--- src/rtl/ctrl_vic_if.sv ---
// Pipeline-facing bundle of ctrl_vic: IRQ lines, commit-point strobes, CR read port and redirect.
// Pure wiring; timing belongs to ctrl_vic, and there is no handshake to stall on.
interface ctrl_vic_if #(
   parameter int IRQ_CH = 8,
   parameter int ADDR_W = 30
);
   logic [IRQ_CH-1:0] irq;
   logic              commit_en;
   logic [ADDR_W-1:0] commit_pc;
   logic [2:0]        exc_code;
   logic              exrt;
   logic              wrcr;
   logic [4:0]        cr_addr;
   logic [31:0]       cr_wdata;
   logic [4:0]        creg_rd_addr;
   logic [31:0]       creg_rd_data;
   logic              exe_mode;
   logic              int_detect;
   logic [3:0]        int_id;
   logic [ADDR_W-1:0] new_pc;
   logic              flush;

   modport master (
      output irq, commit_en, commit_pc, exc_code, exrt, wrcr, cr_addr, cr_wdata, creg_rd_addr,
      input  creg_rd_data, exe_mode, int_detect, int_id, new_pc, flush
   );

   modport slave (
      input  irq, commit_en, commit_pc, exc_code, exrt, wrcr, cr_addr, cr_wdata, creg_rd_addr,
      output creg_rd_data, exe_mode, int_detect, int_id, new_pc, flush
   );
endinterface

--- src/rtl/ctrl_vic.sv ---
// Control registers, exception / vectored-IRQ / EXRT / WRCR arbitration with a nesting context stack.
// Redirect (new_pc/flush) is combinational with commit_en; state lands on the next edge; never stalls.
module ctrl_vic #(
   parameter int IRQ_CH     = 8,
   parameter int ADDR_W     = 30,
   parameter int NEST_DEPTH = 4,
   parameter int VEC_STRIDE = 4
) (
   input logic       clk,
   input logic       reset,
   ctrl_vic_if.slave bus
);
   localparam int LVL_W = $clog2(NEST_DEPTH + 1);

   typedef struct packed {
      logic              exe_mode;
      logic              int_en;
      logic [ADDR_W-1:0] epc;
   } ctx_t;

   logic              exe_mode_q, exe_mode_d;
   logic              int_en_q, int_en_d;
   logic [ADDR_W-1:0] epc_q, epc_d;
   logic [ADDR_W-1:0] base_q, base_d;
   logic [8:0]        cause_q, cause_d;
   logic [IRQ_CH-1:0] mask_q, mask_d;
   logic [IRQ_CH-1:0] mode_q, mode_d;
   logic [IRQ_CH-1:0] lat_q, lat_d;
   logic [IRQ_CH-1:0] irq_prev_q, irq_prev_d;
   logic [LVL_W-1:0]  nest_lvl_q, nest_lvl_d;
   ctx_t              stack_q [NEST_DEPTH];
   ctx_t              stack_d [NEST_DEPTH];

   logic [IRQ_CH-1:0] pending, eligible, lat_clr;
   logic [3:0]        int_id;
   logic              int_detect, stack_full;
   logic              take_exc, take_irq, take_exrt, take_wrcr;
   logic [ADDR_W-1:0] vec_off, new_pc;
   logic [31:0]       rd_data;
   ctx_t              pop_ctx;

   always_comb begin
      pending  = (mode_q & lat_q) | (~mode_q & bus.irq);
      eligible = pending & ~mask_q;
      int_id   = '0;
      for (int i = IRQ_CH - 1; i >= 0; i--) begin
         if (eligible[i]) int_id = 4'(i);
      end
      stack_full = (nest_lvl_q == LVL_W'(NEST_DEPTH));
      int_detect = int_en_q & (|eligible) & ~stack_full;

      take_exc  = bus.commit_en & (bus.exc_code != 3'd0);
      take_irq  = bus.commit_en & ~take_exc & int_detect;
      take_exrt = bus.commit_en & ~take_exc & ~take_irq & bus.exrt;
      take_wrcr = bus.commit_en & ~take_exc & ~take_irq & ~bus.exrt & bus.wrcr;

      vec_off = ADDR_W'(({28'd0, int_id} + 32'd1) * 32'(VEC_STRIDE));
      new_pc  = '0;
      if (take_exc)       new_pc = base_q;
      else if (take_irq)  new_pc = base_q + vec_off;
      else if (take_exrt) new_pc = epc_q;
      else if (take_wrcr) new_pc = bus.commit_pc + ADDR_W'(1);

      // An empty stack pops to kernel mode with interrupts off and epc kept.
      pop_ctx = '{exe_mode: 1'b0, int_en: 1'b0, epc: epc_q};
      for (int i = 0; i < NEST_DEPTH; i++) begin
         if (nest_lvl_q == LVL_W'(i + 1)) pop_ctx = stack_q[i];
      end
   end

   always_comb begin
      exe_mode_d = exe_mode_q;
      int_en_d   = int_en_q;
      epc_d      = epc_q;
      base_d     = base_q;
      cause_d    = cause_q;
      mask_d     = mask_q;
      mode_d     = mode_q;
      nest_lvl_d = nest_lvl_q;
      stack_d    = stack_q;
      lat_clr    = '0;
      irq_prev_d = bus.irq;

      if (take_exc || take_irq) begin
         if (!stack_full) begin
            for (int i = 0; i < NEST_DEPTH; i++) begin
               if (nest_lvl_q == LVL_W'(i)) stack_d[i] = '{exe_mode: exe_mode_q, int_en: int_en_q, epc: epc_q};
            end
            nest_lvl_d = nest_lvl_q + LVL_W'(1);
         end else begin
            cause_d[8] = 1'b1;
         end
         epc_d        = bus.commit_pc;
         exe_mode_d   = 1'b0;
         int_en_d     = 1'b0;
         cause_d[7:0] = take_exc ? {5'd0, bus.exc_code} : {int_id, 4'b1000};
         if (take_irq) begin
            for (int i = 0; i < IRQ_CH; i++) begin
               if (int_id == 4'(i)) lat_clr[i] = 1'b1;
            end
         end
      end else if (take_exrt) begin
         exe_mode_d = pop_ctx.exe_mode;
         int_en_d   = pop_ctx.int_en;
         epc_d      = pop_ctx.epc;
         if (nest_lvl_q != '0) nest_lvl_d = nest_lvl_q - LVL_W'(1);
      end else if (take_wrcr) begin
         case (bus.cr_addr)
            5'd0: begin
               exe_mode_d = bus.cr_wdata[0];
               int_en_d   = bus.cr_wdata[1];
            end
            5'd3: epc_d   = bus.cr_wdata[ADDR_W+1:2];
            5'd4: base_d  = bus.cr_wdata[ADDR_W+1:2];
            5'd5: cause_d = bus.cr_wdata[8:0];
            5'd6: mask_d  = bus.cr_wdata[IRQ_CH-1:0];
            5'd7: lat_clr = bus.cr_wdata[IRQ_CH-1:0];
            5'd8: mode_d  = bus.cr_wdata[IRQ_CH-1:0];
            default: ;
         endcase
      end

      // A new rising edge in the same cycle as a clear keeps the latch set.
      lat_d = (lat_q & ~lat_clr) | (bus.irq & ~irq_prev_q & mode_q);
   end

   always_comb begin
      case (bus.creg_rd_addr)
         5'd0:    rd_data = {30'd0, int_en_q, exe_mode_q};
         5'd3:    rd_data = 32'({epc_q, 2'b00});
         5'd4:    rd_data = 32'({base_q, 2'b00});
         5'd5:    rd_data = 32'(cause_q);
         5'd6:    rd_data = 32'(mask_q);
         5'd7:    rd_data = 32'(pending);
         5'd8:    rd_data = 32'(mode_q);
         5'd9:    rd_data = 32'(nest_lvl_q);
         default: rd_data = '0;
      endcase
   end

   always_ff @(posedge clk or posedge reset) begin
      if (reset) begin
         exe_mode_q <= 1'b0;
         int_en_q   <= 1'b0;
         epc_q      <= '0;
         base_q     <= '0;
         cause_q    <= '0;
         mask_q     <= '1;
         mode_q     <= '0;
         lat_q      <= '0;
         irq_prev_q <= '0;
         nest_lvl_q <= '0;
         for (int i = 0; i < NEST_DEPTH; i++) stack_q[i] <= '0;
      end else begin
         exe_mode_q <= exe_mode_d;
         int_en_q   <= int_en_d;
         epc_q      <= epc_d;
         base_q     <= base_d;
         cause_q    <= cause_d;
         mask_q     <= mask_d;
         mode_q     <= mode_d;
         lat_q      <= lat_d;
         irq_prev_q <= irq_prev_d;
         nest_lvl_q <= nest_lvl_d;
         stack_q    <= stack_d;
      end
   end

   assign bus.creg_rd_data = rd_data;
   assign bus.exe_mode     = exe_mode_q;
   assign bus.int_detect   = int_detect;
   assign bus.int_id       = int_id;
   assign bus.new_pc       = new_pc;
   assign bus.flush        = take_exc | take_irq | take_exrt | take_wrcr;
endmodule

--- src/flat_wrapper.sv ---
// flat-port wrapper written by rule: the top's interface ports become plain ports
module ctrl_vic_flat 
#(
   parameter int IRQ_CH     = 8,
   parameter int ADDR_W     = 30,
   parameter int NEST_DEPTH = 4,
   parameter int VEC_STRIDE = 4
)
  (clk, reset, bus_irq, bus_commit_en, bus_commit_pc, bus_exc_code, bus_exrt, bus_wrcr, bus_cr_addr, bus_cr_wdata, bus_creg_rd_addr, bus_creg_rd_data, bus_exe_mode, bus_int_detect, bus_int_id, bus_new_pc, bus_flush);
  ctrl_vic_if #(.IRQ_CH(IRQ_CH), .ADDR_W(ADDR_W)) bus_i ();
  input logic clk;
  input logic reset;
  input wire logic [$bits(bus_i.irq)-1:0] bus_irq;
  input wire logic [$bits(bus_i.commit_en)-1:0] bus_commit_en;
  input wire logic [$bits(bus_i.commit_pc)-1:0] bus_commit_pc;
  input wire logic [$bits(bus_i.exc_code)-1:0] bus_exc_code;
  input wire logic [$bits(bus_i.exrt)-1:0] bus_exrt;
  input wire logic [$bits(bus_i.wrcr)-1:0] bus_wrcr;
  input wire logic [$bits(bus_i.cr_addr)-1:0] bus_cr_addr;
  input wire logic [$bits(bus_i.cr_wdata)-1:0] bus_cr_wdata;
  input wire logic [$bits(bus_i.creg_rd_addr)-1:0] bus_creg_rd_addr;
  output wire logic [$bits(bus_i.creg_rd_data)-1:0] bus_creg_rd_data;
  output wire logic [$bits(bus_i.exe_mode)-1:0] bus_exe_mode;
  output wire logic [$bits(bus_i.int_detect)-1:0] bus_int_detect;
  output wire logic [$bits(bus_i.int_id)-1:0] bus_int_id;
  output wire logic [$bits(bus_i.new_pc)-1:0] bus_new_pc;
  output wire logic [$bits(bus_i.flush)-1:0] bus_flush;
  assign bus_i.irq = bus_irq;
  assign bus_i.commit_en = bus_commit_en;
  assign bus_i.commit_pc = bus_commit_pc;
  assign bus_i.exc_code = bus_exc_code;
  assign bus_i.exrt = bus_exrt;
  assign bus_i.wrcr = bus_wrcr;
  assign bus_i.cr_addr = bus_cr_addr;
  assign bus_i.cr_wdata = bus_cr_wdata;
  assign bus_i.creg_rd_addr = bus_creg_rd_addr;
  assign bus_creg_rd_data = bus_i.creg_rd_data;
  assign bus_exe_mode = bus_i.exe_mode;
  assign bus_int_detect = bus_i.int_detect;
  assign bus_int_id = bus_i.int_id;
  assign bus_new_pc = bus_i.new_pc;
  assign bus_flush = bus_i.flush;
  ctrl_vic #(.IRQ_CH(IRQ_CH), .ADDR_W(ADDR_W), .NEST_DEPTH(NEST_DEPTH), .VEC_STRIDE(VEC_STRIDE)) u_core (.clk(clk), .reset(reset), .bus(bus_i));
endmodule
--- config.mk ---
export PLATFORM = sky130hd
export DESIGN_NAME = ctrl_vic_flat
export DESIGN_NICKNAME = d
export VERILOG_FILES = /design/src/rtl/ctrl_vic_if.sv /design/src/rtl/ctrl_vic.sv /design/src/flat_wrapper.sv
export SDC_FILE = /design/constraint.sdc
export NUM_CORES = 1
export LEC_CHECK = 0
export ABC_AREA = 1
export BUFFER_PORTS_ARGS = -buffer_cell sky130_fd_sc_hd__clkbuf_2
export CAP_MARGIN = 20
export CORE_MARGIN = 2
export CORE_UTILIZATION = 50
export DETAILED_ROUTE_END_ITERATION = 16
export GPL_TIMING_DRIVEN = 1
export PLACE_DENSITY = 0.71
export SLEW_MARGIN = 20
export SYNTH_ARGS = -nofsm -noshare
export SYNTH_HDL_FRONTEND = slang
export SYNTH_SLANG_ARGS = --single-unit
--- constraint.sdc ---
create_clock -name clk -period 12.35 [get_ports clk]
set_input_delay 0 -clock clk [delete_from_list [all_inputs] [get_ports clk]]
set_output_delay 0 -clock clk [all_outputs]
set_load 0.005 [all_outputs]
==> summary.txt <==
Outcome - finished clean
Drt wl/cell - 19.8 um
Tot GR Track Use - 33.1%
FP Rows - 61
Clk_lat worst skew - 0.56 ns
Worst setup EP type - register
Sequential area share after synthesis - 41.2%
Most frequent CP cell - nand2_1
Remaining antenna violation count - 0
Starting Density - 50.9%
HP Class - in -> reg
CTS tree - done
Hold Path Origin - bus_commit_pc[8]
RSZ-0062 raised after global routing - no
Reg2reg start - u_core.nest_lvl_q[0]
Power density over the cells - 170 nW/um^2
VDD IR max - 0.134 mV
Vias per std cell - 5.84
# placed instances - 2405
Yosys top cell by area - dfrtp_1
Vias in the first global route - 13900
Fmax - 212 MHz
H-tree depth - 1
Via Count - 14800
Worst-path clk slew - 0.06 ns
Max incr delay on CP - 0.89 ns
Buffers added on ports - 155
Clock skew - 0.0126 ns
Pre-antenna DRT Iters - 5
# IOs - 157
Initial DRC count - 1817
Netlist Area Pre-Place - 14200 um^2
Count of cell types in the netlist - 57
Max cap viols - 0
Top_reg_cell synth - dfrtp_1
Hold Path End - u_core.epc_q[8]
Critical path required time - 12.78 ns
Core area - 27900 um^2
Final Critical Period - 4.73 ns
Syn Nets - 2067
Post-synth EDFFs - 0
Post-Synthesis Cells - 1961
DRC errors left - 0
Worst Path Buf+Inv - 4
# hold bufs at CTS - 79
Sum Neg Setup Slack - 0 ns
Design Power - 2.86 mW
Root Buffer - clkbuf_16
CP max-delay cell - nand2_1
Share of layout cells above drive strength 1 - 13.1%
Finish-stage setup viols - 0
Fin crit share - 38.3%
Detailed placement HPWL - 34500 um
Pleak - 8.16 nW
Ys async rst share - 100%
Final net count - 2241
Reg2Reg Depth - 13
WHS Path Cells - 7
DIE WIDTH - 173 um
Post-synthesis register bit count - 234
Gpl congestion - 1.03
Yosys warning count - 0
Synth top area cells - dfrtp_1 40%, nand2_1 18%, o21ai_0 5.9%
Area Growth Syn to Fin - 18.3%
CTS Sinks - 234
Post-Layout Cell Count - 2534
Share of the synthesized area in the top cell type - 39.8%
Cells along the critical path - inv_1 -> ha_1 -> nand2_1 -> buf_4 -> inv_1 -> nor2_1 -> nand3_4 -> nand2_8 -> inv_4 -> nand2_1 -> nand2_2 -> nand2_1 -> nand2_1
Critical path class - reg -> reg
Die area - 29800 um^2
Resized cells post-CTS - 0
R2R setup slack - 7.62 ns
Tightest Pin Transition - 1.10 ns
Setup crit start kind - register
Antenna cell count - 0
First-pass GRT wire length - 78400 um
Slew HR - 26.2%
Die height - 173 um
Total congestion overflow - 0
Initial antenna violation count - 0
Fin. max-slew vios - 0
Mean Syn Cell Area - 7.25 um^2
RR Endpoint - u_core.epc_q[2]
Hold Fails Final Rpt - 0
Largest net degree at the start of global routing - 106
# Post-CTS Setup Buffers - 0
Crit path DAT - 5.16 ns
Crit-path leading delay family - simple AND/OR/NAND/NOR gates
Crit-path max FO - 45
Total CTS buffers - 27
Clock tree buffer depth - 3
Final wirelength - 50200 um
## layout by cell type, fill, tap and decap left out, types with 29 or more instances in the layout
master and n:
o22ai_1 31, inv_1 187, a21boi_0 29, dlygate4sd3_1 79, nand4_1 64, dfrtp_1 226, nand2_1 677, o21ai_0 169
o21ai_1 41, clkbuf_2 155, nor2_1 62, nand3_1 130, a21oi_1 41
## Yosys cell counts, types with 5 or more instances
cell type	n
o22ai_1	31
nor2_1	63
a21oi_1	41
nor3_1	29
o21ai_0	169
a221oi_1	5
nand3_1	130
o21ai_1	41
clkbuf_1	43
inv_1	188
nand3_2	16
buf_2	42
dfstp_2	8
nand2_1	677
o211ai_1	5
xnor2_1	7
nand4_1	64
nand2_4	5
o2111ai_1	20
ha_1	17
o32ai_1	7
a21boi_0	29
xor2_1	23
dfrtp_1	226
inv_2	9
buf_6	9
## layer usage
layer	vias to the layer above	GRT usage (%)	wire length, um
met5	-	0	0
li1	6812	-	-
met2	824	49.7	21500
met3	171	7.04	5690
met4	0	11.1	2120
met1	7000	47.7	20900
## power breakdown
group          internal, mW  total [mW]  leakage, nW  switching [mW]
Combinational         0.272       0.853         4.67           0.581
Sequential            0.993        1.12         3.00           0.130
Clock                 0.537       0.880        0.486           0.343
Total                  1.80        2.86         8.16            1.05
## cell families (layout without fill, tap and decap cells)
group | Yosys count | count (layout) | synth area share, %
AO/OA/AOI/OAI | 363 | 363 | 14.9
XOR/XNOR | 30 | 30 | 1.85
adder cells (fa/ha/maj) | 18 | 18 | 1.64
buffers and inverters | 301 | 496 | 9.01
flip-flops | 234 | 234 | 41.2
other | 1 | 1 | 0.0264
AND/OR/NAND/NOR | 1014 | 1014 | 31.4
## sequential cells by signal, summed over array words and instances (netlist names)
name and count:
u_core.stack_q 128, u_core.base_q 30, u_core.epc_q 30, u_core.cause_q 9
u_core.irq_prev_q 8, u_core.lat_q 8, u_core.mask_q 8, u_core.mode_q 8
u_core.nest_lvl_q 3, u_core.bus.exe_mode 1, u_core.int_en_q 1
## layout make-up
cell class	instances	area [um^2]
Fill cell	2616	11100
Multi-Input combinational cell	1426	7100
Sequential cell	234	5870
Timing Repair Buffer	246	1660
Inverter	200	761
Clock buffer	33	748
Tap cell	378	473
Clock inverter	17	230
## worst min-delay path: stages
cell      delay (ns)
clkbuf_2        0.15
nand2_1         0.12
nand2_1         0.06
inv_1           0.05
nand2_1         0.05
nand3_1         0.06
nand2_1         0.05
## stage by stage
stage | util (%) | setup slack [ns] | cell area, um^2 | hold WS [ns]
global route | 60.3 | 7.35 | 16800 | 0.0715
global placement | 53.9 | 7.83 | 15100 | 0.124
detailed placement | 53.9 | 7.73 | 15100 | 0.124
floorplan | - | 5.95 | 14200 | 0.0314
CTS | 60.3 | 7.68 | 16800 | 0.00961
finish | 60.3 | 7.62 | 16800 | 0.0337
## how the worst max path moves through the flow
stage,cells after the start,to,from
after floorplan,1,u_core.base_q[0],reset
after global placement,13,u_core.epc_q[29],u_core.nest_lvl_q[0]
after detailed placement,13,u_core.epc_q[27],u_core.nest_lvl_q[0]
after CTS,13,u_core.epc_q[1],u_core.nest_lvl_q[0]
after global routing,13,u_core.epc_q[1],u_core.nest_lvl_q[0]
final,13,u_core.epc_q[2],u_core.nest_lvl_q[0]
Power figures use the tool's default switching activity.
